<file path="src/rtl/apb_master_if.sv">
// APB initiator bundle: valid/ready command port, valid/ready response port, APB master bus.
// Latency: none; this is a plain signal bundle.
// Backpressure: cmd_ready / rsp_ready / PREADY carry backpressure on their respective channels.
//
// Modports:
//   master : view of apb_master (drives cmd_ready, rsp_*, busy and the APB control/address/data)
//   slave  : view of the surroundings (command source, response sink, APB completer)
interface apb_master_if #(
    parameter int ADDR_WIDTH = 8,
    parameter int DATA_WIDTH = 8
);
    // command channel
    logic                  cmd_valid;
    logic                  cmd_ready;
    logic                  cmd_write;
    logic [ADDR_WIDTH-1:0] cmd_addr;
    logic [DATA_WIDTH-1:0] cmd_wdata;

    // response channel
    logic                  rsp_valid;
    logic                  rsp_ready;
    logic [DATA_WIDTH-1:0] rsp_rdata;
    logic                  rsp_err;
    logic                  rsp_timeout;

    // status
    logic                  busy;

    // APB
    logic                  PSEL;
    logic                  PENABLE;
    logic                  PWRITE;
    logic [ADDR_WIDTH-1:0] PADDR;
    logic [DATA_WIDTH-1:0] PWDATA;
    logic [DATA_WIDTH-1:0] PRDATA;
    logic                  PREADY;
    logic                  PSLVERR;

    modport master (
        input  cmd_valid, cmd_write, cmd_addr, cmd_wdata,
        input  rsp_ready,
        input  PRDATA, PREADY, PSLVERR,
        output cmd_ready,
        output rsp_valid, rsp_rdata, rsp_err, rsp_timeout,
        output busy,
        output PSEL, PENABLE, PWRITE, PADDR, PWDATA
    );

    modport slave (
        output cmd_valid, cmd_write, cmd_addr, cmd_wdata,
        output rsp_ready,
        output PRDATA, PREADY, PSLVERR,
        input  cmd_ready,
        input  rsp_valid, rsp_rdata, rsp_err, rsp_timeout,
        input  busy,
        input  PSEL, PENABLE, PWRITE, PADDR, PWDATA
    );
endinterface

</file>
<file path="src/rtl/apb_master.sv">
// APB initiator: turns one valid/ready command into one APB SETUP+ACCESS transfer and returns a response.
// Latency: accept at edge N -> SETUP N+1, ACCESS N+2, rsp_valid N+3 plus one cycle per PREADY-low cycle.
// Backpressure: one transfer outstanding; cmd_ready only in IDLE, response held until rsp_ready.
//
// Ports:
//   PCLK    : clock, everything on the rising edge
//   PRESET  : synchronous active-high reset; abandons any in-flight transfer without a response
//   bus     : apb_master_if.master -- cmd_* request, rsp_* response, busy, APB master signals
//
// Build option APB_MST_TIMEOUT_EN: when defined, an ACCESS phase that sees PREADY low for
// TIMEOUT_CYCLES consecutive cycles is aborted and answered with rsp_err=1, rsp_timeout=1.
// When undefined, ACCESS waits forever and rsp_timeout is constant 0. Ports are identical.
module apb_master #(
    parameter int ADDR_WIDTH     = 8,
    parameter int DATA_WIDTH     = 8,
    parameter int TIMEOUT_CYCLES = 16
) (
    input  logic         PCLK,
    input  logic         PRESET,
    apb_master_if.master bus
);

    // A zero limit would abort before the completer ever gets a cycle to answer.
    if (TIMEOUT_CYCLES < 1) begin : g_bad_timeout
        $error("apb_master: TIMEOUT_CYCLES must be at least 1");
    end

    typedef enum logic [1:0] {
        IDLE   = 2'd0,
        SETUP  = 2'd1,
        ACCESS = 2'd2,
        RESP   = 2'd3
    } state_t;

    // Request as it is presented on APB; held from SETUP until the next accepted command.
    typedef struct packed {
        logic                  write;
        logic [ADDR_WIDTH-1:0] addr;
        logic [DATA_WIDTH-1:0] wdata;
    } req_t;

    // Response captured at ACCESS completion and held through RESP.
    typedef struct packed {
        logic [DATA_WIDTH-1:0] rdata;
        logic                  err;
    } rsp_t;

    state_t state;
    req_t   req_q;
    rsp_t   rsp_q;
    logic   cmd_ready_q;
    logic   rsp_valid_q;
    logic   busy_q;
    logic   psel_q;
    logic   penable_q;

`ifdef APB_MST_TIMEOUT_EN
    // Counts PREADY-low ACCESS cycles already seen; abort fires on the low cycle that
    // would make the count reach TIMEOUT_CYCLES.
    localparam int TMO_W = $clog2(TIMEOUT_CYCLES + 1);
    localparam logic [TMO_W-1:0] TMO_LAST = TMO_W'(TIMEOUT_CYCLES - 1);

    logic [TMO_W-1:0] tmo_cnt;
    logic             rsp_timeout_q;
`endif

    always_ff @(posedge PCLK) begin
        if (PRESET) begin
            state       <= IDLE;
            req_q       <= '0;
            rsp_q       <= '0;
            cmd_ready_q <= 1'b1;
            rsp_valid_q <= 1'b0;
            busy_q      <= 1'b0;
            psel_q      <= 1'b0;
            penable_q   <= 1'b0;
`ifdef APB_MST_TIMEOUT_EN
            tmo_cnt       <= '0;
            rsp_timeout_q <= 1'b0;
`endif
        end else begin
            unique case (state)
                IDLE: begin
                    // cmd_ready is registered high in IDLE, so cmd_valid alone is the handshake.
                    if (bus.cmd_valid) begin
                        req_q.write <= bus.cmd_write;
                        req_q.addr  <= bus.cmd_addr;
                        req_q.wdata <= bus.cmd_write ? bus.cmd_wdata : '0;
                        cmd_ready_q <= 1'b0;
                        busy_q      <= 1'b1;
                        psel_q      <= 1'b1;
                        state       <= SETUP;
                    end
                end

                SETUP: begin
                    penable_q <= 1'b1;
                    state     <= ACCESS;
`ifdef APB_MST_TIMEOUT_EN
                    tmo_cnt   <= '0;
`endif
                end

                ACCESS: begin
                    // PRDATA/PSLVERR are only meaningful in the PREADY cycle; a ready
                    // on the limit cycle still wins over the timeout.
                    if (bus.PREADY) begin
                        rsp_q.rdata <= req_q.write ? '0 : bus.PRDATA;
                        rsp_q.err   <= bus.PSLVERR;
                        psel_q      <= 1'b0;
                        penable_q   <= 1'b0;
                        rsp_valid_q <= 1'b1;
                        state       <= RESP;
`ifdef APB_MST_TIMEOUT_EN
                        rsp_timeout_q <= 1'b0;
                    end else if (tmo_cnt == TMO_LAST) begin
                        rsp_q.rdata   <= '0;
                        rsp_q.err     <= 1'b1;
                        rsp_timeout_q <= 1'b1;
                        psel_q        <= 1'b0;
                        penable_q     <= 1'b0;
                        rsp_valid_q   <= 1'b1;
                        state         <= RESP;
                    end else begin
                        tmo_cnt <= tmo_cnt + 1'b1;
`endif
                    end
                end

                RESP: begin
                    // cmd_ready comes back one cycle after the consume edge, so a response
                    // and a new command never handshake in the same cycle.
                    if (bus.rsp_ready) begin
                        rsp_valid_q <= 1'b0;
                        cmd_ready_q <= 1'b1;
                        busy_q      <= 1'b0;
                        state       <= IDLE;
                    end
                end

                default: state <= IDLE;
            endcase
        end
    end

    assign bus.cmd_ready = cmd_ready_q;
    assign bus.rsp_valid = rsp_valid_q;
    assign bus.rsp_rdata = rsp_q.rdata;
    assign bus.rsp_err   = rsp_q.err;
    assign bus.busy      = busy_q;
    assign bus.PSEL      = psel_q;
    assign bus.PENABLE   = penable_q;
    assign bus.PWRITE    = req_q.write;
    assign bus.PADDR     = req_q.addr;
    assign bus.PWDATA    = req_q.wdata;

`ifdef APB_MST_TIMEOUT_EN
    assign bus.rsp_timeout = rsp_timeout_q;
`else
    assign bus.rsp_timeout = 1'b0;
`endif

endmodule

</file>
<file path="src/flat_wrapper.sv">
// flat-port wrapper written by rule: the top's interface ports become plain ports
module apb_master_flat 
#(
    parameter int ADDR_WIDTH     = 8,
    parameter int DATA_WIDTH     = 8,
    parameter int TIMEOUT_CYCLES = 16
)
  (PCLK, PRESET, bus_cmd_valid, bus_cmd_write, bus_cmd_addr, bus_cmd_wdata, bus_rsp_ready, bus_PRDATA, bus_PREADY, bus_PSLVERR, bus_cmd_ready, bus_rsp_valid, bus_rsp_rdata, bus_rsp_err, bus_rsp_timeout, bus_busy, bus_PSEL, bus_PENABLE, bus_PWRITE, bus_PADDR, bus_PWDATA);
  apb_master_if #(.ADDR_WIDTH(ADDR_WIDTH), .DATA_WIDTH(DATA_WIDTH)) bus_i ();
  input  logic PCLK;
  input  logic PRESET;
  input wire logic [$bits(bus_i.cmd_valid)-1:0] bus_cmd_valid;
  input wire logic [$bits(bus_i.cmd_write)-1:0] bus_cmd_write;
  input wire logic [$bits(bus_i.cmd_addr)-1:0] bus_cmd_addr;
  input wire logic [$bits(bus_i.cmd_wdata)-1:0] bus_cmd_wdata;
  input wire logic [$bits(bus_i.rsp_ready)-1:0] bus_rsp_ready;
  input wire logic [$bits(bus_i.PRDATA)-1:0] bus_PRDATA;
  input wire logic [$bits(bus_i.PREADY)-1:0] bus_PREADY;
  input wire logic [$bits(bus_i.PSLVERR)-1:0] bus_PSLVERR;
  output wire logic [$bits(bus_i.cmd_ready)-1:0] bus_cmd_ready;
  output wire logic [$bits(bus_i.rsp_valid)-1:0] bus_rsp_valid;
  output wire logic [$bits(bus_i.rsp_rdata)-1:0] bus_rsp_rdata;
  output wire logic [$bits(bus_i.rsp_err)-1:0] bus_rsp_err;
  output wire logic [$bits(bus_i.rsp_timeout)-1:0] bus_rsp_timeout;
  output wire logic [$bits(bus_i.busy)-1:0] bus_busy;
  output wire logic [$bits(bus_i.PSEL)-1:0] bus_PSEL;
  output wire logic [$bits(bus_i.PENABLE)-1:0] bus_PENABLE;
  output wire logic [$bits(bus_i.PWRITE)-1:0] bus_PWRITE;
  output wire logic [$bits(bus_i.PADDR)-1:0] bus_PADDR;
  output wire logic [$bits(bus_i.PWDATA)-1:0] bus_PWDATA;
  assign bus_i.cmd_valid = bus_cmd_valid;
  assign bus_i.cmd_write = bus_cmd_write;
  assign bus_i.cmd_addr = bus_cmd_addr;
  assign bus_i.cmd_wdata = bus_cmd_wdata;
  assign bus_i.rsp_ready = bus_rsp_ready;
  assign bus_i.PRDATA = bus_PRDATA;
  assign bus_i.PREADY = bus_PREADY;
  assign bus_i.PSLVERR = bus_PSLVERR;
  assign bus_cmd_ready = bus_i.cmd_ready;
  assign bus_rsp_valid = bus_i.rsp_valid;
  assign bus_rsp_rdata = bus_i.rsp_rdata;
  assign bus_rsp_err = bus_i.rsp_err;
  assign bus_rsp_timeout = bus_i.rsp_timeout;
  assign bus_busy = bus_i.busy;
  assign bus_PSEL = bus_i.PSEL;
  assign bus_PENABLE = bus_i.PENABLE;
  assign bus_PWRITE = bus_i.PWRITE;
  assign bus_PADDR = bus_i.PADDR;
  assign bus_PWDATA = bus_i.PWDATA;
  apb_master #(.ADDR_WIDTH(ADDR_WIDTH), .DATA_WIDTH(DATA_WIDTH), .TIMEOUT_CYCLES(TIMEOUT_CYCLES)) u_core (.PCLK(PCLK), .PRESET(PRESET), .bus(bus_i));
endmodule
</file>
<file path="config.mk">
export PLATFORM = sky130hd
export DESIGN_NAME = apb_master_flat
export DESIGN_NICKNAME = d
export VERILOG_FILES = /design/src/rtl/apb_master_if.sv /design/src/rtl/apb_master.sv /design/src/flat_wrapper.sv
export SDC_FILE = /design/constraint.sdc
export NUM_CORES = 1
export LEC_CHECK = 0
export BUFFER_PORTS_ARGS = -buffer_cell sky130_fd_sc_hd__buf_2
export CAP_MARGIN = 15
export CORE_UTILIZATION = 50
export CTS_CLUSTER_DIAMETER = 80
export CTS_CLUSTER_SIZE = 40
export DETAILED_ROUTE_END_ITERATION = 8
export PLACE_DENSITY = 0.84
export SLEW_MARGIN = 20
export SYNTH_ARGS = -nofsm -noshare
export SYNTH_HDL_FRONTEND = slang
export SYNTH_SLANG_ARGS = --single-unit
</file>
<file path="constraint.sdc">
create_clock -name PCLK -period 3.65 [get_ports PCLK]
set_clock_uncertainty 0.15 [all_clocks]
set_input_delay 0.73 -clock PCLK [delete_from_list [all_inputs] [get_ports PCLK]]
set_output_delay 0.73 -clock PCLK [all_outputs]
set_load 0.05 [all_outputs]
</file>
# After elaboration in Yosys (flattened, before gate mapping)
# Index checks and enable logic that the tools add are counted.
# op_classes
eq_ne,6
mux,17
n_reduce_logical,12
# ops
cell,n
8-bit 2-to-1 mux,2
3-bit AND reduction,4
1-bit case mux with 2 select lines,5
2-bit case mux with 4 select lines,1
2-bit nonzero test,4
1-bit 2-to-1 mux,6
2-bit 2-to-1 mux,3
"2-bit inequality test, second input constant",3
2-bit AND reduction,3
"2-bit equality test, second input constant",2
"2-bit by 1-bit equality test with 1-bit output, second input constant",1
2-bit logical NOT,1
# totals
in_bits,31
register_bits,33
out_inout_bits,32

# Depth between registers and ports, before layout
# logic_depth
depth_word,3
mapped_depth,7

# Worst setup path before layout
# OpenSTA, ideal clock, no wires.
# synth_path
path_type,input to register
from,input port PRESET
to,register u_core.state[0]
t_required_ns,3.413
setup_slack_ns,1.970
arrival_ns,1.443
setup_ns,0.087
cell_stages,4
path_cell_list,clkbuf_1 o21bai_1 or4_1 o31ai_1
# synth_lines
element,line,text
"start, declared",flat_wrapper.sv:11,input logic PRESET;
"end signal, assigned",apb_master.sv:69,state <= IDLE;
"end signal, assigned",apb_master.sv:92,state <= SETUP;
"end signal, assigned",apb_master.sv:98,state <= ACCESS;
"end, declared",apb_master.sv:48,state_t state;

# Worst setup path in the final report
# layout_path
from,register u_core.req_q (netlist bit u_core.bus.PWRITE)
to,output port bus_PWRITE
# layout_lines
element,line,text
"start, declared",apb_master.sv:49,req_t req_q;
"end, declared",flat_wrapper.sv:28,output wire logic [$bits(bus_i.PWRITE)-1:0] bus_PWRITE;
# No word-level cell between the ends.

==> qor.yml <==
sta:
  maxSlewViolCount: 0
  setup_viol: 0
  rsz0062_at_grt: "no"
  hold_viol: 0
  fin_setup_tns_ps: 0
  post-route-min-period_ps: 1990
  fmax_ghz: 0.503
  slew_headroom_pct: 60.9
  tightest_slew_ps: 587
  fin_crit_sh_pct: 54.4
drt:
  ant_nets: 0
  vias_per_cell: 5.25
  drtPass1Iterations: 4
  wirelength_um: 2970
  drc: 0
  routedWlPerCell_um: 11.6
  drtIter0Drc: 38
  vias: 1340
worst_hold_path:
  hold_depth: 2
  hold_path_class: "register to register"
logic_synthesis:
  yosysUniqueCellTypes: 32
  synth_fa_ha_area_share_pct: 6.16
  ys_seq_area_share_pct: 46.5
  synthesis.area_um2: 1420
  syn_nets: 205
  syn_inst: 167
  synthSimpleGateAreaFrac_pct: 25.2
  synth_top_family_by_area: "simple AND/OR/NAND/NOR gates"
  ys_ff_latch: 33
  synth.yosys.warnings: 0
  synth-xor-area-share_pct: 0
  syn_area_per_cell_um2: 8.51
  synth_compound_area_share_pct: 15.5
  muxShareOfSynthArea_pct: 1.50
worst_setup_path:
  path_delay_family: "flip-flops"
  cp_cell_sequence: "buf_2"
  crit_cells: 1
  crit_slowest_cell: "dfxtp_1"
  crit_arrival_ps: 1110
  cp.required_ps: 2770
  cp-end-kind: "output pin"
  path_max_fanout: 10
  crit_type: "register to output pin"
  rr_worst_depth: 5
  critPathBufInv: 1
  slowest_delay_ps: 480
  startpoint_type: "register"
clocking:
  cts_tree: "done"
  clk_path_buf_depth: 2
  cts_root_buffer: "clkbuf_4"
  clkTransAtPathRegs_ps: 100
  postCtsHoldBufs: 0
  cts_max_level: 2
  post-cts-setup-buffers: 0
  cts.sinks: 33
  ctsResizeCount: 0
  cts_made_buffers: 5
  clock_latency_ps: 310
floorplanning:
  die_area_um2: 3060
  die_h_um: 55.3
  initial_utilization_pct: 54.9
  core_area_um2: 2590
  dieWidth_um: 55.3
  core.rowCount: 18
  io_pins: 63
final_layout:
  area_growth_pct: 23.6
  drive_gt1_share_pct: 31.6
  nets: 262
  num_antenna_cells: 0
placement:
  place_congestion: 0.769
  hpwl_um: 2080
  numPortBuffers: 61
global_route:
  antenna_found_initial: 0
  grt.total_usage_pct: 20.5
  grt.overflow.total: 0
  grt_pass1_vias: 1175
  grt_pass1_wl_um: 5120
  grt_max_degree: 34
run_status:
  status: "completed"
power_and_ir_drop:
  leakage_nw: 0.813
  p_int_uw: 679
  ir_drop_v: 0.000485
  switchingPower_uw: 578
  powerDensity_nw_per_um2: 716
  p_sw_share_pct: 46.0
  total_power_mw: 1.26
  p_comb_share_pct: 47.3
  pwr-share-seq_pct: 38.0
  p_clk_share_pct: 14.8
run:
  drv_cap: 0
worst paths after layout:
kind / from / endpoint / slack, ps
worst max-delay path: u_core.bus.PWRITE / bus_PWRITE / 1660
worst min-delay path: u_core.bus.rsp_rdata[1] / u_core.bus.rsp_rdata[1] / 300
worst max register to register: u_core.state[0] / u_core.state[0] / 1730
worst min register to register: u_core.bus.rsp_rdata[1] / u_core.bus.rsp_rdata[1] / 300
cell families after synthesis:
group / Yosys count
other: 1
AOI/OAI and AO/OA: 37
muxes: 2
and+or+nand+nor: 73
DFF: 33
adders and majority gates: 7
buffers and inverters: 14
state kept, by name, summed over array words and instances, names as in the netlist, 2 cells and up:
| register | count |
|---|---|
| u_core.bus.PADDR | 8 |
| u_core.bus.PWDATA | 8 |
| u_core.bus.rsp_rdata | 8 |
| u_core.state | 2 |
placed cells by master, fill, tap and decap left out, drive strengths merged:
master | netlist | routed
dfxtp | 33 | 33
clkbuf | 6 | 6
o21bai | 2 | 2
nand2 | 41 | 41
or4 | 1 | 1
nand3 | 10 | 10
mux2i | 1 | 1
mux2 | 1 | 1
o41ai | 1 | 1
o31ai | 1 | 1
inv | 3 | 3
buf | 5 | 61
clkinv | 0 | 2
ha | 7 | 7
and2 | 1 | 1
conb | 1 | 1
a211oi | 1 | 1
o21a | 1 | 1
o211a | 1 | 1
a32oi | 1 | 1
o311ai | 1 | 1
nor2 | 5 | 5
nand4b | 8 | 8
a221o | 1 | 1
nor2b | 4 | 4
a21oi | 26 | 26
nor3 | 1 | 1
nand3b | 1 | 1
or2 | 1 | 1
a31oi | 1 | 1
metal layers:
layer	vias up	GRT usage [%]	wire, um	part of all wire, %
li1	688	-	-	-
met1	601	26.1	1440	49
met2	47	33.7	1320	44
met3	4	4.92	180	6.1
met4	0	7.50	25	0.84
met5	-	0	0	0
layout make-up:
class                   count  area, um2
flip-flops and latches     33        661
well taps                  30       37.5
clock buffers               6       41.3
inverters                   3       11.3
fillers                   233        833
multi-input cells         120        691
clock inverters             2       10.0
repair buffers             61        305
power by group through the flow:
stage / registers, mW / logic [mW] / clock network (mW)
2_1_floorplan: 0.687 / 0.281 / 0
3_3_place_gp: 0.484 / 0.590 / 0
3_5_place_dp: 0.485 / 0.591 / 0
4_1_cts: 0.477 / 0.595 / 0.195
5_1_grt: 0.488 / 0.642 / 0.214
6_report: 0.478 / 0.594 / 0.186
metrics by stage:
| step | hold WS (ps) | util [%] | setup slack, ps | std cells | area (um2) |
|---|---|---|---|---|---|
| after floorplan | 348 | - | 1970 | 167 | 1420 |
| after global placement | 287 | 65.8 | 1710 | 247 | 1710 |
| after detailed placement | 292 | 65.8 | 1700 | 247 | 1710 |
| after CTS | 307 | 67.8 | 1660 | 255 | 1760 |
| after global routing | 323 | 67.8 | 1590 | 255 | 1760 |
| final | 302 | 67.8 | 1660 | 255 | 1760 |
cell usage after synthesis:
| library cell | number | area (um2) |
|---|---|---|
| nand2_1 | 41 | 154 |
| dfxtp_1 | 33 | 661 |
| a21oi_1 | 26 | 130 |
| nand3_1 | 10 | 50.1 |
| nand4b_1 | 8 | 70.1 |
| ha_1 | 7 | 87.6 |
| clkbuf_1 | 6 | 22.5 |
| nor2_1 | 5 | 18.8 |
| inv_1 | 3 | 11.3 |
| nor2b_1 | 3 | 18.8 |
| buf_2 | 2 | 10.0 |
| buf_4 | 2 | 15.0 |
| o21bai_1 | 2 | 15.0 |
| a211oi_1 | 1 | 7.51 |
| a221o_1 | 1 | 10.0 |
| a31oi_1 | 1 | 6.26 |
| a32oi_1 | 1 | 8.76 |
| and2_1 | 1 | 6.26 |
| buf_6 | 1 | 11.3 |
| conb_1 | 1 | 3.75 |
| mux2_2 | 1 | 11.3 |
| mux2i_1 | 1 | 10.0 |
| nand3b_1 | 1 | 7.51 |
| nor2b_4 | 1 | 13.8 |
| nor3_1 | 1 | 5.00 |
| o211a_1 | 1 | 10.0 |
| o21a_1 | 1 | 7.51 |
| o311ai_0 | 1 | 8.76 |
| o31ai_1 | 1 | 7.51 |
| o41ai_1 | 1 | 8.76 |
| or2_2 | 1 | 6.26 |
| or4_1 | 1 | 7.51 |
(Power assumes the default switching activity.)
